### config.mk
export PLATFORM = sky130hd
export DESIGN_NAME = adder_subtracter_overflow
export DESIGN_NICKNAME = d
export VERILOG_FILES = /design/src/rtl/adder_subtracter_overflow_full_adder.sv /design/src/rtl/adder_subtracter_overflow.sv
export SDC_FILE = /design/constraint.sdc
export NUM_CORES = 1
export LEC_CHECK = 0
export BUFFER_PORTS_ARGS = -buffer_cell sky130_fd_sc_hd__buf_2
export CAP_MARGIN = 25
export CORE_AREA = 2 2 39 41
export DETAILED_ROUTE_END_ITERATION = 10
export DIE_AREA = 0 0 41 43
export PLACE_DENSITY = 0.71
export SYNTH_ARGS = -nofsm -noshare
export SYNTH_HDL_FRONTEND = slang
export SYNTH_HIERARCHICAL = 1
export SYNTH_SLANG_ARGS = --single-unit
### constraint.sdc
create_clock -name clk -period 7.5 [get_ports clk]
set_input_delay 1.5 -clock clk [delete_from_list [all_inputs] [get_ports clk]]
set_output_delay 1.5 -clock clk [all_outputs]
set_load 0.005 [all_outputs]
### src/rtl/adder_subtracter_overflow_full_adder.sv
// One-bit full adder cell; instantiated once per bit of the carry chain.
module full_adder (
    input  logic a,
    input  logic b,
    input  logic ci,
    output logic sum,
    output logic co
);

    assign sum = a ^ b ^ ci;
    assign co  = (a & b) | (ci & (a ^ b));

endmodule

### src/rtl/adder_subtracter_overflow.sv
// Registered n-bit ripple-carry adder/subtracter with unsigned carry-out and signed-overflow flag.
// cin selects the mode and doubles as the LSB carry-in, so subtraction is x + ~y + 1.
module adder_subtracter_overflow #(
    parameter int unsigned n = 8
) (
    input  logic         clk,
    input  logic         rst,
    input  logic [n-1:0] x,
    input  logic [n-1:0] y,
    input  logic         cin,
    output logic [n-1:0] s,
    output logic         cout,
    output logic         overflow
);

    logic [n-1:0] y_eff;
    logic [n-1:0] sum;
    logic [n:0]   carry;

    logic [n-1:0] s_d, s_q;
    logic         cout_d, cout_q;
    logic         overflow_d, overflow_q;

    assign y_eff    = y ^ {n{cin}};
    assign carry[0] = cin;

    for (genvar i = 0; i < int'(n); i++) begin : g_chain
        full_adder u_fa (
            .a   (x[i]),
            .b   (y_eff[i]),
            .ci  (carry[i]),
            .sum (sum[i]),
            .co  (carry[i+1])
        );
    end

    // Signed overflow: carry into the MSB disagrees with carry out of it.
    always_comb begin
        s_d        = sum;
        cout_d     = carry[n];
        overflow_d = carry[n] ^ carry[n-1];
    end

    always_ff @(posedge clk) begin
        if (rst) begin
            s_q        <= '0;
            cout_q     <= 1'b0;
            overflow_q <= 1'b0;
        end else begin
            s_q        <= s_d;
            cout_q     <= cout_d;
            overflow_q <= overflow_d;
        end
    end

    assign s        = s_q;
    assign cout     = cout_q;
    assign overflow = overflow_q;

endmodule

==> results.rst, run 1 <==
.. list-table::
   :header-rows: 1

   * - Metric
     - Value
   * - Number of port buffers
     - 28
   * - Data arrival time at the worst-slack endpoint
     - 5310 ps
   * - Final Cell Area
     - 681.9 um^2
   * - Cells after synthesis
     - 38
   * - Type of the tightest min-delay check
     - in -> reg
   * - Global router's overall resource usage
     - 0.1263
   * - Clock-pin slew of the registers on the worst-case setup and hold paths
     - 60 ps
   * - Count of yosys warnings during synthesis
     - 6
   * - Cell count of the worst hold path
     - 2
   * - Synth area leader
     - sky130_fd_sc_hd__dfxtp_1
   * - Async set-reset flop share out of synthesis
     - 0
   * - Pin count of the biggest net entering global routing
     - 11
   * - Post-synthesis share of cell area spent on full adders, half adders and majority gates
     - 0.3137
   * - Crit start category
     - primary input
   * - Transition time of the tightest slew-check pin
     - 238.1 ps
   * - Type of element capturing the critical path
     - register
   * - Routed WL per cell
     - 9.690 um
   * - Relative slew margins
     - 0.8413
   * - Buffer levels on the longest clock path
     - 2
   * - Worst vdd ir
     - 56.70 uV
   * - Switching power share of the total
     - 0.2541
   * - Chip height
     - 43 um
   * - Area growth from synthesis to layout
     - 33.58%
   * - Number of placed instances, taps included
     - 81
   * - Most frequent cell after synthesis
     - sky130_fd_sc_hd__dfxtp_1
   * - FP Rows
     - 14
   * - IO Pins
     - 29
   * - Fraction of layout instances using a drive strength above 1
     - 0.4559
   * - Post-Synth XOR/XNOR Area
     - 0.1544
   * - Period minus WS final
     - 5161 ps
   * - Final WL
     - 814 um
   * - Share of power burned in combinational logic
     - 0.291
   * - Starting utilization of the core area
     - 0.3689
   * - Total Nets Final
     - 97
   * - Top cells by area in the synthesized netlist
     - sky130_fd_sc_hd__dfxtp_1 (39%), sky130_fd_sc_hd__fa_1 (31%), sky130_fd_sc_hd__xor2_1 (14%)
   * - Number of nets in the synthesized netlist
     - 65
   * - Post-route setup TNS
     - 0 ps
   * - Data required time at the worst endpoint
     - 7650 ps
   * - Final GP Congestion
     - 0.7073
   * - Top flip-flop cell by instance count after synthesis
     - sky130_fd_sc_hd__dfxtp_1
   * - Number of clock buffers inserted by TritonCTS
     - 3
   * - Number of failing setup endpoints in the final timing report
     - 0
   * - Total grt overflow
     - 0
   * - Part of the total power dissipated in sequential elements
     - 0.463
   * - Setup repair after global routing missed its margin
     - false
   * - Detailed Route Iter0 Violations
     - 0
   * - Psw
     - 0.00003502 W
   * - Per-instance average area after synthesis
     - 13.43 um^2
   * - Share of power burned in the clock network
     - 0.246
   * - Share of the clock period used by the worst path
     - 0.6881
   * - Vias per Instance
     - 4.119
   * - Die footprint
     - 1763 um^2
   * - DRT Pass-1 Iters
     - 1
   * - Simple-gate area share of the yosys netlist
     - 0.1176
   * - Share of the synthesized area in the top cell type
     - 0.3922
   * - TritonCTS Sinks
     - 10
   * - Remaining antenna violation count
     - 0
   * - Layout Cells excl Fill
     - 84
   * - Top cells by instance count after synthesis
     - sky130_fd_sc_hd__dfxtp_1 (10), sky130_fd_sc_hd__nor2b_1 (9), sky130_fd_sc_hd__fa_1 (8), sky130_fd_sc_hd__xor2_1 (8)
   * - Leakage component of the power
     - 0.3319 nW
   * - Hold-fix buffers, CTS
     - 0
   * - Antenna fix cells
     - 0
   * - Number of flops mapped to enable cells by yosys
     - 0
   * - Total power per unit cell area
     - 202.1 nW/um^2
   * - CTS tree
     - built
   * - Number of storage elements in the synthesis netlist
     - 10
   * - DRC violation count after routing
     - 0
   * - Area fraction in compound gates after synthesis
     - 0
   * - Number of global-route vias before repair
     - 351
   * - First-pass GRT wire length
     - 1428 um
   * - Largest family of logic cells by synthesized area
     - adder cells
   * - Unique masters post-synth
     - 7
   * - Die Wd
     - 41 um
   * - Maximum fanout encountered on the critical timing path
     - 9
   * - Maximum clock frequency
     - 193.8 MHz
   * - Post-CTS Resized
     - 0
   * - Core Area
     - 1384 um^2
   * - Post-CTS Setup Repair Bufs
     - 0
   * - Root cell of the clock tree
     - sky130_fd_sc_hd__clkbuf_4
   * - Number of max-slew violations in the final report
     - 0
   * - Placed Area
     - 659.4 um^2
   * - Maximum Capacitance Violations
     - 0
   * - Depth of the CTS H-tree
     - 1
   * - Via count
     - 346
   * - Mux contribution to synthesized area
     - 0
   * - Post-synthesis sequential area ratio
     - 0.3922
   * - Critical path start-end classification
     - in -> reg
   * - Cell Area, Synth
     - 510.5 um^2
   * - Antenna violations before repair
     - 0
   * - P_int
     - 0.0001028 W
   * - Outcome
     - finished, final reports clean
   * - Final hold vios
     - 0
-- registers in the layout, indices dropped and copies added, names as in the netlist --
register,count
cout,1
s,8
overflow,1
-- power groups by stage --
stage | Sequential (W) | Combinational, W | Clock, W
after floorplan | 0.0000669 | 0.0000216 | 0
after global placement | 0.0000648 | 0.0000401 | 0
after detailed placement | 0.0000651 | 0.0000409 | 0
after CTS | 0.0000639 | 0.0000410 | 0.0000360
after global routing | 0.0000650 | 0.0000483 | 0.0000394
final | 0.0000638 | 0.0000402 | 0.0000339
-- cell usage in the layout, fill, tap and decap left out --
| cell | count |
|---|---|
| sky130_fd_sc_hd__nor2_1 | 1 |
| sky130_fd_sc_hd__fa_1 | 8 |
| sky130_fd_sc_hd__clkbuf_4 | 3 |
| sky130_fd_sc_hd__xor2_1 | 8 |
| sky130_fd_sc_hd__xnor2_1 | 1 |
| sky130_fd_sc_hd__buf_2 | 28 |
| sky130_fd_sc_hd__nor2b_1 | 9 |
| sky130_fd_sc_hd__dfxtp_1 | 10 |
-- layer usage --
metal | GRT usage | part of all wire | vias to the layer above
met1 | 0.1515 | 0.35 | 158
met3 | 0.01571 | 0.087 | 2
met2 | 0.1813 | 0.55 | 13
met4 | 0.1200 | 0.012 | 0
met5 | 0 | 0 | -
li1 | - | - | 173
-- metrics by stage --
step           hold slack, ps   power [W]  utilization  setup WS (ps)
2_1_floorplan            1572  0.00008844            -           2305
3_3_place_gp             1800   0.0001048       0.4765           2094
3_5_place_dp             1799   0.0001060       0.4765           2068
4_1_cts                  1519   0.0001409       0.4928           2349
5_1_grt                  1545   0.0001528       0.4928           2165
6_report                 1529   0.0001378       0.4928           2339
-- kinds of logic (layout without fill, tap and decap cells) --
kind of cell  count (synthesis)  count (layout)
simple gates                 10              10
fa+ha+maj                     8               8
flops                        10              10
xor+xnor                      9               9
buf+inv                       1              31
-- cell type report --
type                            instances  area, um^2
Clock buffer                            3       22.52
Timing Repair Buffer                   28       140.1
Fill cell                             133       701.9
Multi-Input combinational cell         27       299.0
Sequential cell                        10       200.2
Tap cell                               16       20.02
-- path summary, 6_finish.rpt --
path,from,end
min,rst,s[5]$_SDFF_PP0_
max,cin,overflow$_SDFF_PP0_
-- critical path, stage by stage --
cell	delay, ps
sky130_fd_sc_hd__buf_2	180
sky130_fd_sc_hd__xor2_1	200
sky130_fd_sc_hd__fa_1	410
sky130_fd_sc_hd__fa_1	390
sky130_fd_sc_hd__fa_1	390
sky130_fd_sc_hd__fa_1	410
sky130_fd_sc_hd__fa_1	390
sky130_fd_sc_hd__fa_1	380
sky130_fd_sc_hd__fa_1	420
sky130_fd_sc_hd__fa_1	410
sky130_fd_sc_hd__xnor2_1	170
sky130_fd_sc_hd__nor2_1	50
(Power assumes the default switching activity.)
==> run 2: changes to the inputs <==
==> constraint.sdc (replaced) <==
create_clock -name clk -period 5.11 [get_ports clk]
set_input_delay 1.022 -clock clk [delete_from_list [all_inputs] [get_ports clk]]
set_output_delay 1.022 -clock clk [all_outputs]
set_load 0.005 [all_outputs]
==> run 2 against run 1 <==
Against the previous run:
- global-route usage decreased by 0.38 points
- critical path depth unchanged
- non-clock buffer count unchanged
- count of clock-buffer cells in the layout increased by 1
- critical path type unchanged
- largest cell class unchanged
==> results.rst, run 2 (same netlist as run 1, synthesis figures left out) <==
.. list-table::
   :header-rows: 1

   * - Metric
     - Value
   * - Met1 track demand over resource in global routing
     - 0.1288
   * - Type of the tightest min-delay check
     - in -> reg
   * - Antenna violations before repair
     - 0
   * - Share of the clock period used by the worst path
     - 0.9122
   * - Via count
     - 344
   * - Maximum Capacitance Violations
     - 0
   * - First-pass GRT wire length
     - 1366 um
   * - Core Area
     - 1384 um^2
   * - Remaining antenna violation count
     - 0
   * - Maximum fanout encountered on the critical timing path
     - 9
   * - Worst vdd ir
     - 98.66 uV
   * - Type of element capturing the critical path
     - register
   * - Transition time of the tightest slew-check pin
     - 234.9 ps
   * - IO Pins
     - 29
   * - Relative slew margins
     - 0.8434
   * - Buffer levels on the longest clock path
     - 2
   * - Psw
     - 0.00005398 W
   * - Number of global-route vias before repair
     - 334
   * - Part of the total power dissipated in sequential elements
     - 0.424
   * - Root cell of the clock tree
     - sky130_fd_sc_hd__clkbuf_4
   * - Leakage component of the power
     - 0.3391 nW
   * - GR met3 Demand/Resource
     - 0.02094
   * - Routed WL per cell
     - 9.706 um
   * - Period minus WS final
     - 4661 ps
   * - Footprint of the multi-input gates
     - 299.0 um^2
   * - Fraction of met2 tracks used by global routing
     - 0.1969
   * - Area growth from synthesis to layout
     - 36.27%
   * - DRC violation count after routing
     - 0
   * - Die footprint
     - 1763 um^2
   * - Final WL
     - 825 um
   * - Number of failing setup endpoints in the final timing report
     - 0
   * - TritonCTS Sinks
     - 10
   * - Global router's overall resource usage
     - 0.1224
   * - Outcome
     - finished, final reports clean
   * - Final Total Pwr
     - 0.0002212 W
   * - Total Nets Final
     - 97
   * - Share of power burned in the clock network
     - 0.309
   * - Hold path startpoint
     - rst
   * - Most crowded layer after global routing
     - met2
   * - Register Area
     - 200.2 um^2
   * - Placed Area
     - 659.4 um^2
   * - Post-route setup TNS
     - 0 ps
   * - Critical path destination
     - overflow$_SDFF_PP0_
   * - FP Rows
     - 14
   * - Post-CTS Resized
     - 0
   * - Number of flip-flops in the largest register
     - 8
   * - Most frequent cells in the layout
     - sky130_fd_sc_hd__buf_2 (28), sky130_fd_sc_hd__dfxtp_1 (10), sky130_fd_sc_hd__nor2b_1 (9)
   * - Number of port buffers
     - 28
   * - Chip height
     - 43 um
   * - Total grt overflow
     - 0
   * - Data arrival time at the worst-slack endpoint
     - 4810 ps
   * - DRT Pass-1 Iters
     - 2
   * - Fraction of layout instances using a drive strength above 1
     - 0.4638
   * - HPWL reported at the end of detailed placement
     - 726.8 um
   * - Data required time at the worst endpoint
     - 5260 ps
   * - Clock-pin slew of the registers on the worst-case setup and hold paths
     - 60 ps
   * - Total power per unit cell area
     - 317.9 nW/um^2
   * - Pin count of the biggest net entering global routing
     - 11
   * - Share of power burned in combinational logic
     - 0.267
   * - Final hold vios
     - 0
   * - Crit start category
     - primary input
   * - CTS tree
     - built
   * - Maximum clock frequency
     - 214.5 MHz
   * - Detailed Route Iter0 Violations
     - 1
   * - Number of filler cells placed in the layout
     - 130
   * - Die Wd
     - 41 um
   * - Switching power share of the total
     - 0.2441
   * - Number of clock buffers inserted by TritonCTS
     - 3
   * - Depth of the CTS H-tree
     - 1
   * - Setup repair after global routing missed its margin
     - false
   * - Antenna fix cells
     - 0
   * - Worst setup startpoint
     - cin
   * - P_int
     - 0.0001672 W
   * - Critical path start-end classification
     - in -> reg
   * - Starting utilization of the core area
     - 0.3689
   * - Post-CTS Setup Repair Bufs
     - 0
   * - Vias per Instance
     - 4.047
   * - Final GP Congestion
     - 0.6928
   * - Hold-fix buffers, CTS
     - 0
   * - Number of max-slew violations in the final report
     - 0
   * - Final Cell Area
     - 695.7 um^2
   * - Most common library cell in the layout ignoring fill and taps
     - sky130_fd_sc_hd__buf_2
==> run 2: changes by cell type in the layout (fill, tap and decap cells not counted), sizes merged <==
cell,previous run,this run
clkbuf,3,4
==> run 2: routing by layer <==
metal / wire, um / vias to the layer above
met4: 10 / 0
li1: - / 175
met1: 283 / 154
met3: 83 / 2
met2: 447 / 13
met5: 0 / -
==> run 2: worst min path at each step <==
stage	endpoint	slack [ps]	cells after the start
after CTS	overflow$_SDFF_PP0_	1050	2
after global routing	overflow$_SDFF_PP0_	1050	2
after floorplan	cout$_SDFF_PP0_	1090	1
final	overflow$_SDFF_PP0_	1050	2
after global placement	s[6]$_SDFF_PP0_	1330	2
after detailed placement	overflow$_SDFF_PP0_	1330	2
==> run 2: area by class of cell <==
class	instances	area share
Tap cell	16	0.02878
Timing Repair Buffer	28	0.2014
Multi-Input combinational cell	27	0.4299
Sequential cell	10	0.2878
Clock buffer	4	0.05216
==> run 2: stage by stage <==
step / cells / hold slack [ps] / setup WS, ps / util
floorplan: 38 / 1094 / 392.6 / -
global placement: 81 / 1327 / 187.7 / 0.4765
detailed placement: 81 / 1329 / 176.7 / 0.4765
CTS: 85 / 1049 / 443.5 / 0.5027
global route: 85 / 1052 / 299.1 / 0.5027
finish: 85 / 1052 / 448.9 / 0.5027
==> run 2: power groups by stage <==
stage	Sequential, W	Clock [W]	Combinational, W
6_report	0.0000938	0.0000684	0.0000590
2_1_floorplan	0.0000982	0	0.0000316
5_1_grt	0.0000952	0.0000741	0.0000703
3_3_place_gp	0.0000950	0	0.0000587
3_5_place_dp	0.0000957	0	0.0000609
4_1_cts	0.0000939	0.0000707	0.0000606
==> run 2: critical path, stage by stage <==
cell and delay [ps]:
sky130_fd_sc_hd__buf_2 180, sky130_fd_sc_hd__xor2_1 200, sky130_fd_sc_hd__fa_1 410, sky130_fd_sc_hd__fa_1 380
sky130_fd_sc_hd__fa_1 390, sky130_fd_sc_hd__fa_1 400, sky130_fd_sc_hd__fa_1 390, sky130_fd_sc_hd__fa_1 390
sky130_fd_sc_hd__fa_1 420, sky130_fd_sc_hd__fa_1 410, sky130_fd_sc_hd__xnor2_1 150, sky130_fd_sc_hd__nor2_1 50
==> run 3: changes to the inputs <==
--- a/config.mk
+++ b/config.mk
@@ -11,6 +11,7 @@
 export DETAILED_ROUTE_END_ITERATION = 10
 export DIE_AREA = 0 0 41 43
 export PLACE_DENSITY = 0.71
+export RECOVER_POWER = 100
 export SYNTH_ARGS = -nofsm -noshare
 export SYNTH_HDL_FRONTEND = slang
 export SYNTH_HIERARCHICAL = 1
==> run 3 against run 2 <==
Against the previous run:
- critical path depth unchanged
- global-route usage unchanged
- final cell count unchanged
- core utilization decreased by 0.54 points
- via count unchanged
- flip-flop and latch count unchanged
- largest cell class unchanged
- first-iteration DRC count unchanged
==> results.rst, run 3 (same netlist as run 1, synthesis figures left out) <==
.. list-table::
   :header-rows: 1

   * - Metric
     - Value
   * - Outcome
     - finished, final reports clean
   * - IO Pins
     - 29
   * - Post-route setup TNS
     - 0 ps
   * - Setup repair after global routing missed its margin
     - false
   * - Register Area
     - 200.2 um^2
   * - Pin count of the biggest net entering global routing
     - 11
   * - Post-CTS Setup Repair Bufs
     - 0
   * - Crit path max-delay cell type
     - sky130_fd_sc_hd__fa_1
   * - Hold-fix buffers, CTS
     - 0
   * - Cell count of the worst hold path
     - 2
   * - Layout Cells excl Fill
     - 85
   * - Routed WL per cell
     - 9.765 um
   * - Die Wd
     - 41 um
   * - Period minus WS final
     - 4661 ps
   * - Number of filler cells placed in the layout
     - 134
   * - Number of failing setup endpoints in the final timing report
     - 0
   * - Data arrival time at the worst-slack endpoint
     - 4810 ps
   * - Maximum clock frequency
     - 214.5 MHz
   * - Transition time of the tightest slew-check pin
     - 234.9 ps
   * - Series of cell instances along the critical path
     - buf_2, xor2_1, fa_1, fa_1, fa_1, fa_1, fa_1, fa_1, fa_1, fa_1, xnor2_1, nor2_1
   * - Starting utilization of the core area
     - 0.3689
   * - Maximum Capacitance Violations
     - 0
   * - CTS tree
     - built
   * - Type of the tightest min-delay check
     - in -> reg
   * - Met1 Wirelength
     - 283 um
   * - Antenna fix cells
     - 0
   * - Max layer used
     - met4
   * - Depth of the CTS H-tree
     - 1
   * - Hold path startpoint
     - rst
   * - Number of placed instances, taps included
     - 81
   * - TritonCTS Sinks
     - 10
   * - Area growth from synthesis to layout
     - 34.80%
   * - Number of port buffers
     - 28
   * - Maximum fanout encountered on the critical timing path
     - 9
   * - Share of the clock period used by the worst path
     - 0.9122
   * - Final hold vios
     - 0
   * - Die footprint
     - 1763 um^2
   * - Antenna violations before repair
     - 0
   * - Number of max-slew violations in the final report
     - 0
   * - Data required time at the worst endpoint
     - 5260 ps
   * - Total Nets Final
     - 97
   * - Vias per Instance
     - 4.047
   * - Number of clock buffers inserted by TritonCTS
     - 3
   * - Footprint of the multi-input gates
     - 299.0 um^2
   * - Total power per unit cell area
     - 319.0 nW/um^2
   * - Final GP Congestion
     - 0.6928
   * - Core Area
     - 1384 um^2
   * - Final WL
     - 830 um
   * - Fraction of layout instances using a drive strength above 1
     - 0.3768
   * - Critical path start-end classification
     - in -> reg
   * - Number of flip-flops in the largest register
     - 8
   * - Most frequent cells in the layout
     - sky130_fd_sc_hd__buf_2 (22), sky130_fd_sc_hd__dfxtp_1 (10), sky130_fd_sc_hd__nor2b_1 (9)
   * - Worst hold-check slack
     - 1053 ps
   * - DRT Pass-1 Iters
     - 2
   * - Detailed route wirelength on metal2
     - 447 um
   * - Remaining antenna violation count
     - 0
   * - Relative slew margins
     - 0.8434
   * - Crit path buf inv count
     - 1
   * - First-pass GRT wire length
     - 1366 um
   * - Root cell of the clock tree
     - sky130_fd_sc_hd__clkbuf_4
   * - Crit path max-delay family
     - adder cells
   * - Total grt overflow
     - 0
   * - Final core area utilization
     - 0.4973
   * - Global router's overall resource usage
     - 0.1224
   * - FP Rows
     - 14
   * - Delay of the slowest cell on the worst path
     - 420 ps
   * - HPWL reported at the end of detailed placement
     - 726.8 um
   * - Leakage component of the power
     - 0.3176 nW
   * - Detailed Route Iter0 Violations
     - 1
   * - Hold-critical path endpoint
     - overflow$_SDFF_PP0_
   * - Number of global-route vias before repair
     - 334
   * - Worst vdd ir
     - 98.50 uV
   * - Via count
     - 344
   * - Chip height
     - 43 um
   * - Buffer levels on the longest clock path
     - 2
   * - Worst setup startpoint
     - cin
   * - Clock-pin slew of the registers on the worst-case setup and hold paths
     - 60 ps
   * - DRC violation count after routing
     - 0
   * - CP most frequent cell
     - sky130_fd_sc_hd__fa_1
   * - Type of element capturing the critical path
     - register
   * - Sum of met3 wire segment lengths after detailed routing
     - 88 um
   * - Post-CTS Resized
     - 0
   * - Crit start category
     - primary input
   * - Most common library cell in the layout ignoring fill and taps
     - sky130_fd_sc_hd__buf_2
==> run 3: cell types whose count changed in the layout (fill, tap and decap cells not counted), sizes merged <==
| cell | before | now |
|---|---|---|
| buf | 28 | 22 |
| clkbuf | 4 | 10 |
==> run 3: final cells by class <==
| cell class | instances | area share |
|---|---|---|
| multi-input combinational | 27 | 0.4345 |
| sequential | 10 | 0.2909 |
| timing repair buffer | 28 | 0.1927 |
| clock buffer | 4 | 0.05273 |
| tap | 16 | 0.02909 |
==> run 3: routing by layer <==
metal / global-route usage / vias to the layer above
li1: - / 175
met1: 0.1288 / 154
met2: 0.1969 / 13
met3: 0.02094 / 2
met4: 0.1000 / 0
met5: 0 / -
==> run 3: power by group <==
part	total (W)	leakage (nW)	internal [W]	switching (W)
clock	0.0000684	0.0210	0.0000432	0.0000252
combinational	0.0000571	0.213	0.0000309	0.0000262
sequential	0.0000940	0.0834	0.0000912	0.00000286
total	0.000220	0.318	0.000165	0.0000543
==> run 3: worst max path at each step <==
stage	endpoint	cells after the start	slack, ps
floorplan	overflow$_SDFF_PP0_	12	390
global placement	overflow$_SDFF_PP0_	12	190
detailed placement	overflow$_SDFF_PP0_	12	180
CTS	overflow$_SDFF_PP0_	12	440
global route	overflow$_SDFF_PP0_	12	300
finish	overflow$_SDFF_PP0_	12	450
==> run 3: metrics by stage <==
step	total power [W]	setup WS [ps]	cell area [um^2]
2_1_floorplan	0.0001298	392.6	510.5
3_5_place_dp	0.0001566	176.7	659.4
3_3_place_gp	0.0001537	187.7	659.4
5_1_grt	0.0002377	299.1	688.2
6_report	0.0002195	448.8	688.2
4_1_cts	0.0002252	443.5	695.7
